**config.mk**
```make
export PLATFORM = sky130hd
export DESIGN_NAME = hsem_lock_arb
export DESIGN_NICKNAME = d
export VERILOG_FILES = /design/src/rtl/hsem_lock_arb_pkg.sv /design/src/rtl/hsem_rr_arb2.sv /design/src/rtl/hsem_lock_arb.sv
export SDC_FILE = /design/constraint.sdc
export NUM_CORES = 1
export LEC_CHECK = 0
export CORE_MARGIN = 2
export CORE_UTILIZATION = 48
export CTS_BUF_LIST = sky130_fd_sc_hd__clkbuf_8
export CTS_CLUSTER_DIAMETER = 30
export DETAILED_ROUTE_END_ITERATION = 7
export HOLD_SLACK_MARGIN = 0.1
export PLACE_DENSITY = 0.86
export SKIP_LAST_GASP = 1
export SLEW_MARGIN = 40
export SYNTH_ARGS = -nofsm -noshare
export SYNTH_HDL_FRONTEND = slang
export SYNTH_SLANG_ARGS = --single-unit
```
**constraint.sdc**
```tcl
create_clock -name hclk -period 5.68 [get_ports hclk]
set_input_delay 1.136 -clock hclk [delete_from_list [all_inputs] [get_ports hclk]]
set_output_delay 1.136 -clock hclk [all_outputs]
set_load 0.01 [all_outputs]
```
**src/rtl/hsem_lock_arb_pkg.sv**
```systemverilog
// Shared definitions for the hardware semaphore lock arbiter:
// op encodings, response codes, FSM states and default sizing.
package hsem_lock_arb_pkg;

  localparam int DEF_NUM_SEM   = 32;
  localparam int DEF_SEM_IDX_W = 5;
  localparam int DEF_PID_W     = 8;

  typedef enum logic [1:0] {
    OP_TAKE    = 2'b00,
    OP_RELEASE = 2'b01,
    OP_QUERY   = 2'b10,
    OP_RSVD    = 2'b11
  } op_e;

  typedef enum logic [2:0] {
    ERR_OK              = 3'd0,
    ERR_LOCKED_BY_OTHER = 3'd1,
    ERR_NOT_OWNER       = 3'd2,
    ERR_ALREADY_FREE    = 3'd3,
    ERR_BAD_OP          = 3'd4,
    ERR_BAD_ID          = 3'd5,
    ERR_ABORTED         = 3'd6
  } err_e;

  typedef enum logic {
    ST_IDLE = 1'b0,
    ST_EXEC = 1'b1
  } state_e;

endpackage

```
**src/rtl/hsem_rr_arb2.sv**
```systemverilog
// Two-request round-robin arbiter. When both cores request, the core
// selected by ptr wins; a lone requester always wins.
module hsem_rr_arb2 (
  input  logic req_0,
  input  logic req_1,
  input  logic ptr,
  output logic gnt_0,
  output logic gnt_1
);

  assign gnt_0 = req_0 & (~req_1 | ~ptr);
  assign gnt_1 = req_1 & (~req_0 | ptr);

endmodule

```
**src/rtl/hsem_lock_arb.sv**
```systemverilog
// Lock arbiter and ownership table for the hardware semaphore.
// Two cores issue take/release/query requests; a round-robin arbiter picks
// one per IDLE cycle, the following EXEC cycle evaluates it against the
// table and returns a one-cycle response. Free pulses feed the interrupt
// engine. Optional macro HSEM_PROCID_EN adds per-entry PID ownership.
module hsem_lock_arb
  import hsem_lock_arb_pkg::*;
#(
  parameter int NUM_SEM   = DEF_NUM_SEM,
  parameter int SEM_IDX_W = DEF_SEM_IDX_W,
  parameter int PID_W     = DEF_PID_W
) (
  input  logic                 hclk,
  input  logic                 hresetn,
  input  logic                 req_valid_0,
  input  logic                 req_valid_1,
  output logic                 req_ready_0,
  output logic                 req_ready_1,
  input  logic [1:0]           req_op_0,
  input  logic [1:0]           req_op_1,
  input  logic [SEM_IDX_W-1:0] req_id_0,
  input  logic [SEM_IDX_W-1:0] req_id_1,
  input  logic [PID_W-1:0]     req_pid_0,
  input  logic [PID_W-1:0]     req_pid_1,
  output logic                 rsp_valid_0,
  output logic                 rsp_valid_1,
  output logic [2:0]           rsp_err_0,
  output logic [2:0]           rsp_err_1,
  output logic                 rsp_lock_0,
  output logic                 rsp_lock_1,
  input  logic                 clr_all,
  output logic [NUM_SEM-1:0]   lock_stat,
  output logic [NUM_SEM-1:0]   owner_stat,
  output logic [NUM_SEM-1:0]   free_pulse
);

  localparam logic [NUM_SEM-1:0] ONE_HOT0 = {{(NUM_SEM-1){1'b0}}, 1'b1};

  state_e                 state_reg, state_next;
  logic                   rr_ptr_reg, rr_ptr_next;
  logic [1:0]             op_reg;
  logic [SEM_IDX_W-1:0]   id_reg;
  logic                   core_reg;

  logic [NUM_SEM-1:0]     lock_reg, lock_next;
  logic [NUM_SEM-1:0]     owner_reg, owner_next;
  logic [NUM_SEM-1:0]     free_pulse_reg, free_pulse_next;
  logic [NUM_SEM-1:0]     set_mask, clr_mask, sel_mask;

  logic                   gnt_0, gnt_1;
  logic                   arb_en, accept;
  logic                   is_exec, id_ok;
  logic                   cur_lock, cur_owner, owned;
  err_e                   err_code;
  logic                   lock_after;
  logic                   rsp_fire;

  // Arbitration: only offered in IDLE, out of reset, and when no clear-all.
  hsem_rr_arb2 u_arb (
    .req_0 (req_valid_0),
    .req_1 (req_valid_1),
    .ptr   (rr_ptr_reg),
    .gnt_0 (gnt_0),
    .gnt_1 (gnt_1)
  );

  assign arb_en      = hresetn && (state_reg == ST_IDLE) && !clr_all;
  assign req_ready_0 = arb_en & gnt_0;
  assign req_ready_1 = arb_en & gnt_1;
  assign accept      = req_ready_0 | req_ready_1;
  assign is_exec     = (state_reg == ST_EXEC);

  // Latch the winning request on the accepting edge.
  always_ff @(posedge hclk) begin
    if (!hresetn) begin
      op_reg   <= '0;
      id_reg   <= '0;
      core_reg <= 1'b0;
    end else if (accept) begin
      op_reg   <= req_ready_1 ? req_op_1 : req_op_0;
      id_reg   <= req_ready_1 ? req_id_1 : req_id_0;
      core_reg <= req_ready_1;
    end
  end

  // Selected-entry lookup. A one-hot select avoids out-of-range indexing
  // when NUM_SEM is not a power of two: out-of-range ids select nothing.
  assign sel_mask  = ONE_HOT0 << id_reg;
  assign id_ok     = (32'(id_reg) < 32'(NUM_SEM));
  assign cur_lock  = |(lock_reg & sel_mask);
  assign cur_owner = |(owner_reg & sel_mask);

`ifdef HSEM_PROCID_EN
  logic [PID_W-1:0] pid_reg;
  logic [PID_W-1:0] pid_tab_reg [NUM_SEM];
  logic [PID_W-1:0] cur_pid;

  // Latch the requester PID alongside the rest of the request.
  always_ff @(posedge hclk) begin
    if (!hresetn) begin
      pid_reg <= '0;
    end else if (accept) begin
      pid_reg <= req_ready_1 ? req_pid_1 : req_pid_0;
    end
  end

  // Fetch the stored PID of the selected entry.
  always_comb begin
    cur_pid = '0;
    for (int i = 0; i < NUM_SEM; i++) begin
      if (sel_mask[i]) cur_pid = pid_tab_reg[i];
    end
  end

  // Store the PID of the new owner whenever an entry is taken.
  always_ff @(posedge hclk) begin
    for (int i = 0; i < NUM_SEM; i++) begin
      if (!hresetn) begin
        pid_tab_reg[i] <= '0;
      end else if (set_mask[i]) begin
        pid_tab_reg[i] <= pid_reg;
      end
    end
  end

  assign owned = (cur_owner == core_reg) && (cur_pid == pid_reg);
`else
  logic unused_pid;
  assign unused_pid = ^{req_pid_0, req_pid_1};
  assign owned      = (cur_owner == core_reg);
`endif

  // EXEC evaluation: response code, post-op lock state and table edits.
  always_comb begin
    err_code   = ERR_OK;
    lock_after = 1'b0;
    set_mask   = '0;
    clr_mask   = '0;
    if (clr_all) begin
      err_code = ERR_ABORTED;
    end else if (op_reg == OP_RSVD) begin
      err_code   = ERR_BAD_OP;
      lock_after = cur_lock;
    end else if (!id_ok) begin
      err_code = ERR_BAD_ID;
    end else begin
      case (op_reg)
        OP_TAKE: begin
          lock_after = 1'b1;
          if (!cur_lock) begin
            set_mask = sel_mask;
          end else if (!owned) begin
            err_code = ERR_LOCKED_BY_OTHER;
          end
        end
        OP_RELEASE: begin
          if (!cur_lock) begin
            err_code = ERR_ALREADY_FREE;
          end else if (owned) begin
            clr_mask = sel_mask;
          end else begin
            err_code   = ERR_NOT_OWNER;
            lock_after = 1'b1;
          end
        end
        default: begin
          lock_after = cur_lock;
        end
      endcase
    end
    if (!is_exec) begin
      set_mask = '0;
      clr_mask = '0;
    end
  end

  // Per-entry next state: clear-all beats any EXEC edit; a clear-all
  // pulses every entry that was locked, a release pulses its own entry.
  for (genvar gi = 0; gi < NUM_SEM; gi++) begin : g_entry
    assign lock_next[gi]       = clr_all ? 1'b0 :
                                 set_mask[gi] ? 1'b1 :
                                 clr_mask[gi] ? 1'b0 : lock_reg[gi];
    assign owner_next[gi]      = set_mask[gi] ? core_reg : owner_reg[gi];
    assign free_pulse_next[gi] = clr_all ? lock_reg[gi] : clr_mask[gi];
  end

  // Table and free-pulse registers.
  always_ff @(posedge hclk) begin
    if (!hresetn) begin
      lock_reg       <= '0;
      owner_reg      <= '0;
      free_pulse_reg <= '0;
    end else begin
      lock_reg       <= lock_next;
      owner_reg      <= owner_next;
      free_pulse_reg <= free_pulse_next;
    end
  end

  // FSM next state; pointer moves to the other core only on a completed op.
  always_comb begin
    state_next  = state_reg;
    rr_ptr_next = rr_ptr_reg;
    case (state_reg)
      ST_IDLE: begin
        if (accept) state_next = ST_EXEC;
      end
      default: begin
        state_next = ST_IDLE;
        if (!clr_all) rr_ptr_next = ~core_reg;
      end
    endcase
  end

  // FSM state and round-robin pointer registers.
  always_ff @(posedge hclk) begin
    if (!hresetn) begin
      state_reg  <= ST_IDLE;
      rr_ptr_reg <= 1'b0;
    end else begin
      state_reg  <= state_next;
      rr_ptr_reg <= rr_ptr_next;
    end
  end

  // Response strobes are suppressed while reset is asserted.
  assign rsp_fire    = hresetn && is_exec;
  assign rsp_valid_0 = rsp_fire && !core_reg;
  assign rsp_valid_1 = rsp_fire && core_reg;
  assign rsp_err_0   = rsp_valid_0 ? err_code : 3'd0;
  assign rsp_err_1   = rsp_valid_1 ? err_code : 3'd0;
  assign rsp_lock_0  = rsp_valid_0 && lock_after;
  assign rsp_lock_1  = rsp_valid_1 && lock_after;

  assign lock_stat   = lock_reg;
  assign owner_stat  = owner_reg;
  assign free_pulse  = free_pulse_reg;

endmodule
```
==> impl_results.md, run 1 <==
* Rel. slew slack at 0.440
* Buffers inserted by post-CTS timing repair at 0
* Arr. time, crit path at 3.82 ns
* CTS HTree Levels at 3
* Worst Skew at 0.0132 ns
* Share of post-route cells with drive strength above 1 at 0.0733
* Sequential fraction of the synthesis area at 0.417
* Most common cell in the netlist: dfxtp_1
* Post-synthesis mux area share at 0.0755
* Leakage power total at 2.22 nW
* Core footprint at approximately 0.010 mm2
* Maximum VDD drop at ~160 uV
* RSZ-0062 raised after global routing: no
* Hpwl dp at 13600 um
* # hold bufs at CTS at 0
* Die height at around 110 um
* Cell taking the most area after synthesis: dfxtp_1
* Port bufs at 126
* Distinct cells, synth at 52
* Total Wirelength at 18000 um
* Synthesized area per cell at 8.12 um2
* Nets at 767
* Max frequency at 202 MHz
* Grt total ovfl at 0
* Vias at 5389
* Mapped Area at 0.00508 mm2
* Xor and xnor area share after synthesis at 0.00172
* CP startpoint kind: flop
* Final setup fails at 0
* Post-synth top cells: dfxtp_1, nand2_1, nor2_1
* Post-DRT Antenna Nets at 0
* DRC Markers at 0
* Post-Synth Simple-Gate Area at 0.249
* Mapped Cells at 626
* Slew Limit Fails at 0
* Global-route usage over all layers at 0.317
* CTS max path bufs at 2
* Final instance area at 0.00661 mm2
* Status: finished clean
* Asr flop ratio synth at 0
* Post-synth EDFFs at 0
* Post-route minimum period at 4.96 ns
* Layout area overhead at 30.1%
* Initial antenna violation count at 0
* Worst-skew pair later-pin latency at 0.38 ns
* Largest family of logic cells by synthesized area: simple AND/OR/NAND/NOR gates
* Global-route wire length before repair at 27900 um
* Max-cap violations at 0
* I/O pin count at 143
* Die width at about 110 um
* Initial Utilization at 0.493
* 1st-pass router iterations at 7
* CP endpoint kind: output pin
* GPL Wtd Cong at 0.983
* CTS tree: yes
* Yosys top cell area share at 0.417
* Synth Register Bits at 106
* Clock root buffer: clkbuf_8
* Worst setup path category: reg -> out
* Post-CTS resize count at 0
* Drt via density at 6.17
* Final hold vios at 0
* Largest net degree at the start of global routing at between 40 and 50
* Pwr Density at 203 mW/mm2
* ANT cells at 0
* WL/cell at 20.6 um
* Final period util at 0.873
* Die Area at between 0.01 and 0.015 mm2
* Num rows at 37
* Cts bufs inserted at 9
* CTS sink count at ~110
* Synth Area in Compound Gates at 0.202
* Least-Margin Pin Slew at 0.833 ns
* Placed cell area at 0.00643 mm2
* Synth Warn # at 0
* Syn Nets at 661
* CTS clock-pin slew for the worst setup and hold paths at 0.11 ns
* Vias in the first global route at 4925
* Final TNS setup at 0 ns
* Min-Delay Path Class: reg -> reg
* Ranking of synthesized cells by area: dfxtp_1, mux2i_1, nand2_1, o31ai_1, nor2_1
* DR iter-0 viols at 563
* Overall Power at 1.34 mW
* Synth Area in Adders at 0
* Worst Path Max Fanout at 14
* WP data required at 4.54 ns
* Commonest register cell after synthesis: dfxtp_1
## critical path, stage by stage (launching register included)
cell and delay (ns):
dfxtp_1 0.63, buf_4 0.29, nand2b_1 0.43, nor3_1 0.12, a311oi_1 0.25, nand4_1 0.16
nor4_2 0.33, xnor2_1 0.20, a21boi_0 0.17, nor4_1 0.25, clkdlybuf4s50_1 0.61
## cell families (layout without fill, tap and decap cells)
kind of cell           count (synthesis)  after routing
XOR/XNOR                               1              1
buffers and inverters                 61            172
flip-flops                           106            106
multiplexers                          38             38
AO/OA/AOI/OAI                        163            163
AND/OR/NAND/NOR                      257            257
## worst paths after layout
check,slack (ns),from,cells past startpoint,to
min reg2reg,0.52,owner_stat[29],2,owner_stat[29]
max,0.72,id_reg[0],10,rsp_err_1[0]
max reg2reg,1.88,id_reg[0],10,free_pulse[20]
min,0.52,owner_stat[29],2,owner_stat[29]
## power breakdown
group / total [mW] / internal, mW / switching [mW]
combinational: 0.135 / 0.0416 / 0.0935
sequential: 0.757 / 0.747 / 0.00949
clock: 0.452 / 0.168 / 0.284
## cell usage in the layout, fill, tap and decap left out, types with 11 or more instances in the layout
cell type,instances
a311oi_1,16
dfxtp_1,106
a21oi_1,46
buf_4,18
nand2_1,82
nor4_1,21
nand3_1,17
nor2_1,66
o31ai_1,38
mux2i_1,35
o21ai_0,42
nand4_1,13
clkdlybuf4s50_1,126
inv_1,11
nor3_1,11
## layout make-up
class                      instances  area (um2)
fill                             893        3710
multi-input combinational        459        2700
sequential                       106        2120
timing repair buffer             144        1400
tap                              136         170
clock buffer                       9         124
clock inverter                     7        61.3
inverter                          12        45.0
## layer usage
layer | up-vias | global-route usage | part of all wire
met5 | - | 0 | 0
met4 | 0 | 0.133 | 0.035
met3 | 50 | 0.0565 | 0.095
met2 | 350 | 0.508 | 0.46
met1 | 2502 | 0.421 | 0.41
li1 | 2487 | - | -
## metrics by stage
| stage | hold slack [ns] | util | instances | worst slack [ns] |
|---|---|---|---|---|
| after CTS | 0.506 | 0.640 | 873 | 0.717 |
| final | 0.517 | 0.641 | 873 | 0.720 |
| after global placement | 0.490 | 0.622 | 857 | 0.937 |
| after detailed placement | 0.496 | 0.622 | 857 | 0.846 |
| after global routing | 0.545 | 0.641 | 873 | 0.428 |
| after floorplan | 0.468 | - | 626 | 2.11 |
No activity file was read; power rests on OpenSTA's default activity.
==> inputs of run 2 (changes only) <==
SLEW_MARGIN = default   (was 40)
==> impl_results.md, run 2 (synthesized netlist as in run 1, its figures left out) <==
* Leakage power total at 2.23 nW (about the same)
* Drt via density at 6.28 (+1.7%)
* Post-DRT Antenna Nets at 0 (unchanged)
* Sequential cell area at 0.00212 mm2 (unchanged)
* Worst setup path category: reg -> out
* Global-route wire length before repair at 27900 um (-0.15%)
* Least-Margin Pin Slew at 1.08 ns (+0.245 ns)
* Total Wirelength at 18000 um (+0.22%)
* DR iter-0 viols at 479 (-15%)
* CTS tree: yes
* Fillers at 904 (+1.2%)
* Initial Utilization at 0.493 (unchanged)
* Worst Skew at 0.0173 ns (+0.00410 ns)
* Reg power frac at 0.562 (about the same)
* Cts bufs inserted at 9 (unchanged)
* Num rows at 37 (unchanged)
* Port bufs at 126 (unchanged)
* P_int at 0.960 mW (+0.35%)
* # hold bufs at CTS at 0 (unchanged)
* Min-Delay Path Class: reg -> reg
* Switch Pwr at 0.386 mW (-0.18%)
* Commonest non-fill, non-tap cell in the layout: clkdlybuf4s50_1
* CP endpoint kind: output pin
* ANT cells at 0 (unchanged)
* Clock root buffer: clkbuf_8
* CTS HTree Levels at 3 (unchanged)
* Largest net degree at the start of global routing at 43 (unchanged)
* Slew Limit Fails at 0 (unchanged)
* Vias in the first global route at 5018 (+1.9%)
* Clock power share at 0.338 (+0.002)
* Vias at 5479 (+1.7%)
* Core footprint at 0.0103 mm2 (unchanged)
* Maximum VDD drop at 154 uV (-1.4%)
* CTS sink count at 106 (unchanged)
* Arr. time, crit path at 3.83 ns (about the same)
* Non-Filler Instances at 873 (unchanged)
* Pwr Density at 203 mW/mm2 (+0.16%)
* Die height at 107 um (unchanged)
* Worst-skew pair later-pin latency at 0.38 ns (about the same)
* CTS clock-pin slew for the worst setup and hold paths at 0.12 ns (about the same)
* Grt total ovfl at 0 (unchanged)
* Max frequency at 201 MHz (-0.20%)
* Initial antenna violation count at 0 (unchanged)
* Logic pwr share at 0.100 (about the same)
* Status: finished clean
* Global-route usage over all layers at 0.315 (-0.00172)
* WL/cell at 20.7 um (+0.22%)
* WP data required at 4.54 ns (about the same)
* Die width at 107 um (unchanged)
* CP startpoint kind: flop
* RSZ-0062 raised after global routing: no
* Final period util at 0.875 (+0.00172)
* Final setup fails at 0 (unchanged)
* DP Cell Count at 857 (unchanged)
* Final TNS setup at 0 ns (unchanged)
* DRC Markers at 0 (unchanged)
* Hpwl dp at 13700 um (+0.51%)
* Max-cap violations at 0 (unchanged)
* 1st-pass router iterations at 5 (-2)
* Share of post-route cells with drive strength above 1 at 0.0692 (-0.00407)
* Multi-input logic area at 0.00269 mm2 (-0.32%)
* Die Area at 0.0114 mm2 (unchanged)
* GPL Wtd Cong at 0.983 (unchanged)
* Worst Path Max Fanout at 13 (-1)
* Post-route minimum period at 4.97 ns (+0.00975 ns)
* Most frequent cells in the layout: clkdlybuf4s50_1, dfxtp_1, nand2_1
* CTS max path bufs at 2 (unchanged)
* Sw Ratio at 0.287 (-0.00108)
* Nets at 767 (unchanged)
* Post-CTS resize count at 0 (unchanged)
* I/O pin count at 143 (unchanged)
* Rel. slew slack at 0.279 (-0.161)
* Final hold vios at 0 (unchanged)
* Layout area overhead at 30.1% (about the same)
* Buffers inserted by post-CTS timing repair at 0 (unchanged)
-- run 2: cell types whose count changed in the layout (fill, tap and decap cells not counted), moves of 2 or more --
| cell | change |
|---|---|
| clkinv_4 | -2 |
| clkinv_8 | +2 |
| inv_6 | +2 |
| inv_8 | -2 |
| nor2_1 | +2 |
| nor2_2 | -2 |
-- run 2: final timing paths --
| path | cells past startpoint | end | slack [ns] | startpoint |
|---|---|---|---|---|
| setup / recovery | 11 | rsp_lock_1 | 0.71 | id_reg[4] |
| hold / removal | 2 | free_pulse[11] | 0.50 | lock_stat[11] |
| setup reg to reg | 10 | free_pulse[27] | 1.76 | id_reg[4] |
| hold reg to reg | 2 | free_pulse[11] | 0.50 | lock_stat[11] |
-- run 2: metal layers --
| layer | GRT usage | share of wire | vias up |
|---|---|---|---|
| met2 | 0.494 | 0.45 | 379 |
| met4 | 0.147 | 0.041 | 0 |
| met1 | 0.415 | 0.40 | 2549 |
| li1 | - | - | 2497 |
| met3 | 0.0681 | 0.11 | 54 |
| met5 | 0 | 0 | - |
-- run 2: layout make-up --
class / count / area share
Clock buffer: 9 / 0.0187
Tap cell: 136 / 0.0257
Clock inverter: 7 / 0.0110
Inverter: 12 / 0.00681
Sequential cell: 106 / 0.321
Multi-Input combinational cell: 459 / 0.406
Timing Repair Buffer: 144 / 0.211
-- run 2: per-stage QoR --
stage	hold WS [ns]	power (mW)	instance area [um2]	util	worst slack, ns
after floorplan	0.468	0.860	5080	-	2.11
after global placement	0.490	0.901	6420	0.622	0.937
after detailed placement	0.500	0.904	6420	0.622	0.866
after CTS	0.498	1.34	6620	0.641	0.727
after global routing	0.545	1.40	6620	0.641	0.434
final	0.503	1.35	6620	0.641	0.710
-- run 2: power by group through the flow --
stage                     clock network [mW]  registers (mW)  logic, mW
after global placement                     0           0.773      0.128
after detailed placement                   0           0.773      0.131
after global routing                   0.495           0.758      0.144
final                                  0.455           0.756      0.135
after CTS                              0.456           0.756      0.131
after floorplan                            0           0.768     0.0920
-- run 2: worst max-delay path, stage by stage, from the launching register on --
cell,delay [ns]
dfxtp_1,0.66
buf_4,0.29
nand2b_1,0.46
a2111oi_0,0.20
a31oi_1,0.20
o311ai_0,0.16
nor4_2,0.26
xnor2_1,0.20
buf_4,0.24
o31ai_1,0.11
nor2_1,0.13
clkdlybuf4s50_1,0.55
